File: config.mk
export PLATFORM = sky130hd
export DESIGN_NAME = rep_word_serializer_flat
export DESIGN_NICKNAME = d
export VERILOG_FILES = /design/src/rtl/rep_word_serializer_if.sv /design/src/rtl/rep_word_serializer.sv /design/src/flat_wrapper.sv
export SDC_FILE = /design/constraint.sdc
export NUM_CORES = 1
export LEC_CHECK = 0
export BUFFER_PORTS_ARGS = -buffer_cell sky130_fd_sc_hd__buf_2
export CORE_ASPECT_RATIO = 1.25
export CORE_MARGIN = 1
export CORE_UTILIZATION = 47
export CTS_CLUSTER_DIAMETER = 100
export DETAILED_ROUTE_END_ITERATION = 6
export GPL_ROUTABILITY_DRIVEN = 0
export GPL_TIMING_DRIVEN = 1
export PLACE_DENSITY = 0.75
export SLEW_MARGIN = 25
export SYNTH_ARGS = -nofsm -noshare
export SYNTH_HDL_FRONTEND = slang
export SYNTH_SLANG_ARGS = --single-unit
File: constraint.sdc
create_clock -name clk -period 1.3 [get_ports clk]
set_clock_uncertainty 0.15 [all_clocks]
set_input_delay 0.26 -clock clk [delete_from_list [all_inputs] [get_ports clk]]
set_output_delay 0.26 -clock clk [all_outputs]
set_load 0.02 [all_outputs]
File: src/rtl/rep_word_serializer_if.sv
`default_nettype none
// ============================================================================
//  Module      : rep_word_serializer_if
//  Description : Handshake bundle for the replicated-word serializer. Carries
//                the word-in stream (in_*), the byte-out stream (out_*) and
//                the replication error flag.
//                master = upstream source plus downstream consumer
//                slave  = the serializer itself
//  Revision    : 1.0  initial release
// ============================================================================
interface rep_word_serializer_if #(
    parameter int BYTE_W = 8,
    parameter int NBYTES = 4
);
    // Word-in stream
    logic [BYTE_W*NBYTES-1:0] in_data;
    logic                     in_valid;
    logic                     in_ready;

    // Byte-out stream
    logic [BYTE_W-1:0]        out_data;
    logic                     out_valid;
    logic                     out_ready;
    logic                     out_last;

    // Sticky replication-check flag
    logic                     rep_err;

    modport master (
        output in_data,
        output in_valid,
        input  in_ready,
        input  out_data,
        input  out_valid,
        output out_ready,
        input  out_last,
        input  rep_err
    );

    modport slave (
        input  in_data,
        input  in_valid,
        output in_ready,
        output out_data,
        output out_valid,
        input  out_ready,
        output out_last,
        output rep_err
    );
endinterface
`default_nettype wire

File: src/rtl/rep_word_serializer.sv
`default_nettype none
// ============================================================================
//  Module      : rep_word_serializer
//  Description : Takes one BYTE_W*NBYTES word per handshake and emits it as
//                NBYTES bytes on a valid/ready byte stream, flagging the last
//                byte of each word. A new word can be loaded on the same edge
//                that the last byte leaves, so consecutive words stream with
//                no idle cycle.
//                Optional feature macro: REP_CHECK_EN
//                  defined   - every accepted word is checked for being a
//                              true byte replication; rep_err is sticky
//                              until rst.
//                  undefined - no check logic, rep_err is tied low.
//  Revision    : 1.0  initial release
// ============================================================================
module rep_word_serializer #(
    parameter int BYTE_W    = 8,
    parameter int NBYTES    = 4,      // must be >= 2
    parameter bit MSB_FIRST = 1'b1    // 1: top byte first, 0: bottom byte first
) (
    input  logic                 clk,
    input  logic                 rst,
    rep_word_serializer_if.slave bus
);

    // ------------------------------------------------------------------------
    // Constants
    // ------------------------------------------------------------------------
    localparam int c_WORD_W = BYTE_W * NBYTES;
    localparam int c_CNT_W  = (NBYTES > 1) ? $clog2(NBYTES) : 1;

    // Index of the final byte of a word, and of the byte just before it.
    localparam logic [c_CNT_W-1:0] c_LAST_CNT   = c_CNT_W'(NBYTES - 1);
    localparam logic [c_CNT_W-1:0] c_PENULT_CNT = c_CNT_W'(NBYTES - 2);

    // ------------------------------------------------------------------------
    // State machine encoding
    // ------------------------------------------------------------------------
    typedef enum logic [0:0] {
        S_IDLE  = 1'b0,
        S_SHIFT = 1'b1
    } state_t;

    // ------------------------------------------------------------------------
    // Registers
    // ------------------------------------------------------------------------
    state_t              r_state;
    logic [c_CNT_W-1:0]  r_cnt;       // index of the byte on out_data
    logic [c_WORD_W-1:0] r_shift;     // bytes still to be presented
    logic [BYTE_W-1:0]   r_out_data;
    logic                r_out_valid;
    logic                r_out_last;

    // ------------------------------------------------------------------------
    // Byte selection.
    // r_shift always holds the bytes that follow the one currently on
    // out_data, with the next one to go sitting at the "emit end" of the
    // register. Loading a word therefore splits it into its first byte
    // (straight to the output register) and the remainder shifted by one
    // byte; advancing repeats the same split on r_shift.
    // ------------------------------------------------------------------------
    logic [BYTE_W-1:0]   w_in_first;  // first byte of the incoming word
    logic [c_WORD_W-1:0] w_in_rest;   // incoming word with first byte removed
    logic [BYTE_W-1:0]   w_sh_next;   // next byte waiting in r_shift
    logic [c_WORD_W-1:0] w_sh_rest;   // r_shift with that byte removed

    generate
        if (MSB_FIRST) begin : g_msb_first
            assign w_in_first = bus.in_data[c_WORD_W-1 -: BYTE_W];
            assign w_in_rest  = {bus.in_data[c_WORD_W-BYTE_W-1:0], {BYTE_W{1'b0}}};
            assign w_sh_next  = r_shift[c_WORD_W-1 -: BYTE_W];
            assign w_sh_rest  = {r_shift[c_WORD_W-BYTE_W-1:0], {BYTE_W{1'b0}}};
        end else begin : g_lsb_first
            assign w_in_first = bus.in_data[BYTE_W-1:0];
            assign w_in_rest  = {{BYTE_W{1'b0}}, bus.in_data[c_WORD_W-1:BYTE_W]};
            assign w_sh_next  = r_shift[BYTE_W-1:0];
            assign w_sh_rest  = {{BYTE_W{1'b0}}, r_shift[c_WORD_W-1:BYTE_W]};
        end
    endgenerate

    // ------------------------------------------------------------------------
    // Handshake decode.
    // in_ready is built only from registered state and out_ready, so there is
    // no combinational path from in_valid back to in_ready. It opens in IDLE,
    // and in SHIFT only on the cycle the final byte is being consumed.
    // ------------------------------------------------------------------------
    logic w_out_fire;   // consumer takes the current byte
    logic w_last_fire;  // consumer takes the final byte of the word
    logic w_in_ready;
    logic w_in_fire;    // a new word is accepted this cycle

    assign w_out_fire  = r_out_valid & bus.out_ready;
    assign w_last_fire = w_out_fire & r_out_last;
    assign w_in_ready  = (r_state == S_IDLE) | w_last_fire;
    assign w_in_fire   = bus.in_valid & w_in_ready;

    // ------------------------------------------------------------------------
    // Serializer FSM: word load, byte advance, zero-bubble reload and drain.
    // ------------------------------------------------------------------------
    always_ff @(posedge clk) begin
        if (rst) begin
            r_state     <= S_IDLE;
            r_cnt       <= '0;
            r_shift     <= '0;
            r_out_data  <= '0;
            r_out_valid <= 1'b0;
            r_out_last  <= 1'b0;
        end else begin
            case (r_state)
                S_IDLE: begin
                    if (w_in_fire) begin
                        r_state     <= S_SHIFT;
                        r_cnt       <= '0;
                        r_shift     <= w_in_rest;
                        r_out_data  <= w_in_first;
                        r_out_valid <= 1'b1;
                        r_out_last  <= (c_LAST_CNT == '0);
                    end
                end

                S_SHIFT: begin
                    if (w_in_fire) begin
                        // Final byte leaves and the next word enters on the
                        // same edge: restart the count, stay in SHIFT.
                        r_cnt       <= '0;
                        r_shift     <= w_in_rest;
                        r_out_data  <= w_in_first;
                        r_out_valid <= 1'b1;
                        r_out_last  <= (c_LAST_CNT == '0);
                    end else if (w_out_fire) begin
                        if (!r_out_last) begin
                            // Present the next byte of the same word.
                            r_cnt       <= r_cnt + 1'b1;
                            r_shift     <= w_sh_rest;
                            r_out_data  <= w_sh_next;
                            r_out_last  <= (r_cnt == c_PENULT_CNT);
                        end else begin
                            // Word finished and nothing waiting upstream.
                            r_state     <= S_IDLE;
                            r_cnt       <= '0;
                            r_out_valid <= 1'b0;
                            r_out_last  <= 1'b0;
                        end
                    end
                    // Otherwise the consumer is stalling: hold everything.
                end

                default: begin
                    r_state     <= S_IDLE;
                    r_cnt       <= '0;
                    r_out_valid <= 1'b0;
                    r_out_last  <= 1'b0;
                end
            endcase
        end
    end

    // ------------------------------------------------------------------------
    // Outputs
    // ------------------------------------------------------------------------
    assign bus.in_ready  = w_in_ready;
    assign bus.out_data  = r_out_data;
    assign bus.out_valid = r_out_valid;
    assign bus.out_last  = r_out_last;

    // ------------------------------------------------------------------------
    // Replication check
    // ------------------------------------------------------------------------
`ifdef REP_CHECK_EN
    logic [NBYTES-1:0] w_byte_diff;  // bit i set: byte i differs from byte 0
    logic              r_rep_err;

    generate
        for (genvar gi = 0; gi < NBYTES; gi++) begin : g_rep_cmp
            assign w_byte_diff[gi] =
                (bus.in_data[gi*BYTE_W +: BYTE_W] != bus.in_data[BYTE_W-1:0]);
        end
    endgenerate

    // Sticky error: set by any accepted word that is not a pure replication.
    always_ff @(posedge clk) begin
        if (rst) begin
            r_rep_err <= 1'b0;
        end else if (w_in_fire && (|w_byte_diff)) begin
            r_rep_err <= 1'b1;
        end
    end

    assign bus.rep_err = r_rep_err;
`else
    assign bus.rep_err = 1'b0;
`endif

endmodule
`default_nettype wire

File: src/flat_wrapper.sv
// flat-port wrapper written by rule: the top's interface ports become plain ports
module rep_word_serializer_flat 
#(
    parameter int BYTE_W    = 8,
    parameter int NBYTES    = 4,                     
    parameter bit MSB_FIRST = 1'b1                                              
)
  (clk, rst, bus_in_data, bus_in_valid, bus_in_ready, bus_out_data, bus_out_valid, bus_out_ready, bus_out_last, bus_rep_err);
  rep_word_serializer_if #(.BYTE_W(BYTE_W), .NBYTES(NBYTES)) bus_i ();
  input  logic clk;
  input  logic rst;
  input wire logic [$bits(bus_i.in_data)-1:0] bus_in_data;
  input wire logic [$bits(bus_i.in_valid)-1:0] bus_in_valid;
  output wire logic [$bits(bus_i.in_ready)-1:0] bus_in_ready;
  output wire logic [$bits(bus_i.out_data)-1:0] bus_out_data;
  output wire logic [$bits(bus_i.out_valid)-1:0] bus_out_valid;
  input wire logic [$bits(bus_i.out_ready)-1:0] bus_out_ready;
  output wire logic [$bits(bus_i.out_last)-1:0] bus_out_last;
  output wire logic [$bits(bus_i.rep_err)-1:0] bus_rep_err;
  assign bus_i.in_data = bus_in_data;
  assign bus_i.in_valid = bus_in_valid;
  assign bus_in_ready = bus_i.in_ready;
  assign bus_out_data = bus_i.out_data;
  assign bus_out_valid = bus_i.out_valid;
  assign bus_i.out_ready = bus_out_ready;
  assign bus_out_last = bus_i.out_last;
  assign bus_rep_err = bus_i.rep_err;
  rep_word_serializer #(.BYTE_W(BYTE_W), .NBYTES(NBYTES), .MSB_FIRST(MSB_FIRST)) u_core (.clk(clk), .rst(rst), .bus(bus_i));
endmodule
# Word level (Yosys, flattened, before mapping)
# Index checks and enable logic that the tools add are counted.
[totals]
register_bits = 45
input_bits = 36
word_cells = 50
[classes]
addsub = 1
eq_ne = 5
mux = 30
n_bitwise = 5
reduce_logical = 3
[op_table]
columns = ["op", "count"]
rows = [
  ["$mux W32", 4],
  ["$pmux W32 S2", 1],
  ["$mux W8", 4],
  ["$pmux W8 S2", 1],
  ["$mux W1", 12],
  ["$ne A3 B3 Y1 const B", 3],
  ["$mux W2", 4],
  ["$pmux W1 S2", 3],
  ["$reduce_and A3 Y1", 2],
  ["$pmux W2 S2", 1],
  ["$and A1 B1 Y1", 3],
  ["$add A2 B1 Y2 const B", 1],
  ["$eq A2 B2 Y1 const B", 1],
  ["$ne A2 B1 Y1 const B", 1],
  ["$reduce_and A2 Y1", 1],
  ["$not A1 Y1", 1],
  ["$or A1 B1 Y1", 1],
]

# Logic depth before layout (Yosys ltp)
[logic_depth]
depth_word = 6
mapped_depth = 5
depth_no_buf = 5

# Worst setup path before layout
# OpenSTA, ideal clock, no wires.
[synth_timing]
kind = "reg2reg"
startpoint = "register u_core.r_out_last, in the netlist u_core.bus.out_last"
endpoint = "register u_core.r_out_data[0], in the netlist u_core.bus.out_data[0]"
setup_time_ns = 0.139
arrival_time_ns = 1.338
required_time_ns = 1.011
path_slack_ns = -0.327
stages_incl_launch_ff = 5
n_path_buf = 1
period_less_slack_ns = 1.627
path_cell_list = "dfxtp_1 nand4_1 clkbuf_1 a221oi_1 a221oi_1"
[synth_between]
elab_chain_len = 5
word_cells_on_any_way = 9
classes_between = "eq/ne (3); mux (2); bitwise (3); reduce/logical (1)"
[synth_rtl]
columns = ["item", "line", "text"]
rows = [
  ["start, declared", "rep_word_serializer.sv:52", "logic r_out_last;"],
  ["start signal, assigned", "rep_word_serializer.sv:117", "r_out_last <= (c_LAST_CNT == '0);"],
  ["start signal, assigned", "rep_word_serializer.sv:129", "r_out_last <= (c_LAST_CNT == '0);"],
  ["start signal, assigned", "rep_word_serializer.sv:136", "r_out_last <= (r_cnt == c_PENULT_CNT);"],
  ["$and A1 B1 Y1", "rep_word_serializer.sv:93", "assign w_last_fire = w_out_fire & r_out_last;"],
  ["$or A1 B1 Y1", "rep_word_serializer.sv:94", "assign w_in_ready = (r_state == S_IDLE) | w_last_fire;"],
  ["$and A1 B1 Y1", "rep_word_serializer.sv:95", "assign w_in_fire = bus.in_valid & w_in_ready;"],
  ["$ne A3 B3 Y1 (no line), or another cell as far along", "--", ""],
  ["$reduce_and A3 Y1 (no line) / $pmux W8 S2 (equally long branches)", "--", ""],
  ["end signal, assigned", "rep_word_serializer.sv:115", "r_out_data <= w_in_first;"],
  ["end signal, assigned", "rep_word_serializer.sv:127", "r_out_data <= w_in_first;"],
  ["end signal, assigned", "rep_word_serializer.sv:135", "r_out_data <= w_sh_next;"],
  ["end, declared", "rep_word_serializer.sv:50", "logic [BYTE_W-1:0] r_out_data;"],
]
# Several ways; a longest one is shown, not always the timed one.
# A chain may end at the register's enable or synchronous reset.

# Final worst setup path
[layout_timing]
startpoint = "register u_core.r_state"
endpoint = "register u_core.r_shift[19]"
[layout_between]
elab_chain_len = 5
word_cells_on_any_way = 9
classes_between = "eq/ne (3); mux (2); bitwise (3); reduce/logical (1)"
[layout_rtl]
columns = ["item", "line", "text"]
rows = [
  ["start, declared", "rep_word_serializer.sv:47", "state_t r_state;"],
  ["start signal, assigned", "rep_word_serializer.sv:102", "r_state <= S_IDLE;"],
  ["start signal, assigned", "rep_word_serializer.sv:112", "r_state <= S_SHIFT;"],
  ["start signal, assigned", "rep_word_serializer.sv:139", "r_state <= S_IDLE;"],
  ["$not A1 Y1", "rep_word_serializer.sv:94, rep_word_serializer.sv:109", ""],
  ["$or A1 B1 Y1", "rep_word_serializer.sv:94", ""],
  ["$and A1 B1 Y1", "rep_word_serializer.sv:95", ""],
  ["$ne A3 B3 Y1 (no line), or another cell as far along", "--", ""],
  ["$reduce_and A3 Y1 (no line) / $pmux W32 S2 (equally long branches)", "--", ""],
  ["end signal, assigned", "rep_word_serializer.sv:114", "r_shift <= w_in_rest;"],
  ["end signal, assigned", "rep_word_serializer.sv:126", "r_shift <= w_in_rest;"],
  ["end signal, assigned", "rep_word_serializer.sv:134", "r_shift <= w_sh_rest;"],
  ["end, declared", "rep_word_serializer.sv:49", "logic [c_WORD_W-1:0] r_shift;"],
]
# Several ways; a longest one is shown, not always the timed one.

==> reports/qor.yml <==
floorplan:
  initial_utilization_pct: 50.0
  die_x_um: 59.2
  rows: 25
  io_pins: 48
  core_mm2: 0.00385
  die_h_um: 73.5
  dieArea_mm2: 0.00435
worst_setup_path:
  cp_max_fo: 9
  end_kind: "register"
  crit_path_cell_trace: "a21boi_4, a21o_4, clkbuf_16, a221oi_1"
  path_class: "register to register"
  worstPathArrival_ns: 1.61
  crit_family: "compound AO/OA/AOI/OAI gates"
  start_kind: "register"
  crit_path_max_incr_delay_ns: 0.39
  crit_required_ns: 1.35
  critPathBufInv: 1
  crit_slowest_cell: "dfxtp_4"
run:
  cap_violations: 0
clock_tree:
  path_clk_slew_ns: 0.07
  htree_levels: 2
  numCtsBuffers: 5
  clockRootBuffer: "clkbuf_8"
  cts_buffer_depth: 2
  clk_latency_ns: 0.30
  cts_tree: "done"
  clock-sinks: 37
yosys:
  synthArstFlopShare_pct: 0
  synth_top_area_cell: "dfxtp_1"
  synthCells: 218
  synth.distinct_cells: 25
  synth.area.top_cells: "dfxtp_1 39%, a221oi_1 22%, and2_1 7.8%"
  synth_edf_count: 0
  synth_flop_cell: "dfxtp_1"
  synth_top_area_share_pct: 38.5
  syn_area_mm2: 0.00192
  ys_seq_area_share_pct: 38.5
  syn-num-nets: 255
  syn_avg_cell_area_um2: 8.82
  yosys_warnings: 0
  ys_ff_latch: 37
global_route:
  grt_pass1_wl_um: 9090
  grt_pass1_vias: 1883
  antenna_found_initial: 0
  grt_max_degree: 25
  track_usage_pct: 27.9
  grt_overflow: 0
layout:
  fin_util_pct: 77.6
  antenna_cells: 0
  drive_above_1_share_pct: 53.8
  fin_cells: 344
  syn_to_final_growth_pct: 55.3
  final_cell_mix: "44 x buf_2, 38 x a221oi_2, 32 x dfxtp_1"
  final_common_cell: "buf_2"
  final_nets: 326
sta:
  final_max_slew_viol_count: 0
  rsz0062_at_grt: "true"
  fin_crit_sh_pct: 120
  setup_viol: 36
  fmax_mhz: 641
  setup_ws_ns: -0.260
  fin_crit_ns: 1.56
  tns_ns: -6.62
  finalHoldViolations: 0
routing:
  viasPerCell: 5.92
  drt_pass1_iterations: 4
  wl_per_cell_um: 17.4
  drc_errors: 0
  ant_nets: 0
  initialDrtViolationCount: 74
  wl_um: 5970
  routed-via-count: 2037
power:
  p_switching_w: 0.000917
  switching_share_pct: 30.8
  ir_drop_mv: 0.719
  power_leakage_nw: 1.18
  p_clk_share_pct: 29.0
  p_per_area_mw_per_mm2: 996
  combPwrFrac_pct: 28.0
  internal-power_w: 0.00206
  seqPwrFrac_pct: 43.1
  p_total_w: 0.00297
run_status:
  status: "complete, but fails checks"
  violations: "negative setup slack"
min_path:
  hp-class: "input pin to register"
place:
  hpwl_um: 3290
  dp_cells: 326
  place_ws_ns: -0.267
  port_buffers: 46
==> registers in the layout, summed over array words and instances (netlist names) <==
register	flops
u_core.r_shift	24
u_core.bus.out_data	8
u_core.r_cnt	2
u_core.bus.out_last	1
u_core.bus.out_valid	1
u_core.r_state	1
==> cells by family (layout without fill, tap and decap cells) <==
logic type,after synthesis,after routing,share of synthesized area (%)
AO/OA/AOI/OAI,89,89,36.1
adder cells (fa/ha/maj),1,1,0.651
buffers and inverters,53,125,12.6
flip-flops,37,37,38.5
other,1,1,0.195
AND/OR/NAND/NOR,37,37,11.9
==> timing repair <==
item	CTS	global route
buffers inserted	7	0
hold buffers	0	0
resized for setup	50	20
cloned	1	2
pin swaps	22	10
setup endpoints to repair	36	38
==> synthesized netlist by cell type (2+ instances only) <==
library cell	instances
a221oi_1	48
nand3_1	5
o21ai_0	24
nand2b_1	2
clkbuf_1	10
or4_1	3
dfxtp_1	37
and2_1	24
buf_6	4
inv_1	29
a21oi_1	5
a32o_1	8
buf_2	7
==> metrics by stage <==
stage          hold WS [ns]  instance area, um2
6_report             0.0151                2990
5_1_grt             0.00371                2990
4_1_cts              0.0133                2850
3_5_place_dp          0.305                2420
3_3_place_gp          0.301                2420
2_1_floorplan         0.236                1990
==> area by class of cell <==
cell class | instances | area [um2]
clock buffers | 6 | 82.6
clock inverters | 2 | 13.8
fillers | 276 | 862
inverters | 30 | 113
multi-input cells | 128 | 1310
flip-flops and latches | 37 | 754
well taps | 54 | 67.6
repair buffers | 87 | 647
==> per-layer routing <==
layer / global-route usage, % / part of all wire (%) / vias up
met4: 11.4 / 3.0 / 0
met1: 32.2 / 41 / 980
met2: 48.9 / 52 / 67
met5: 0 / 0 / -
met3: 5.99 / 4.3 / 18
li1: - / - / 972
==> power groups by stage <==
| stage | registers [W] | clock network (W) | logic (W) |
|---|---|---|---|
| finish | 0.00128 | 0.000862 | 0.000832 |
| global route | 0.00129 | 0.000920 | 0.000888 |
| CTS | 0.00128 | 0.000871 | 0.000727 |
| detailed placement | 0.00130 | 0 | 0.000590 |
| global placement | 0.00130 | 0 | 0.000580 |
| floorplan | 0.00132 | 0 | 0.000358 |
==> path summary, 6_finish.rpt <==
| path | startpoint | to | slack [ns] | depth (start not counted) |
|---|---|---|---|---|
| setup / recovery | u_core.r_state | u_core.r_shift[19] | -0.26 | 4 |
| setup reg to reg | u_core.r_state | u_core.r_shift[19] | -0.26 | 4 |
| hold / removal | bus_in_data[1] | u_core.r_shift[9] | 0.02 | 2 |
| hold reg to reg | u_core.r_shift[20] | u_core.r_shift[20] | 0.31 | 2 |
Note: power is estimated with default switching activity, not from simulation.
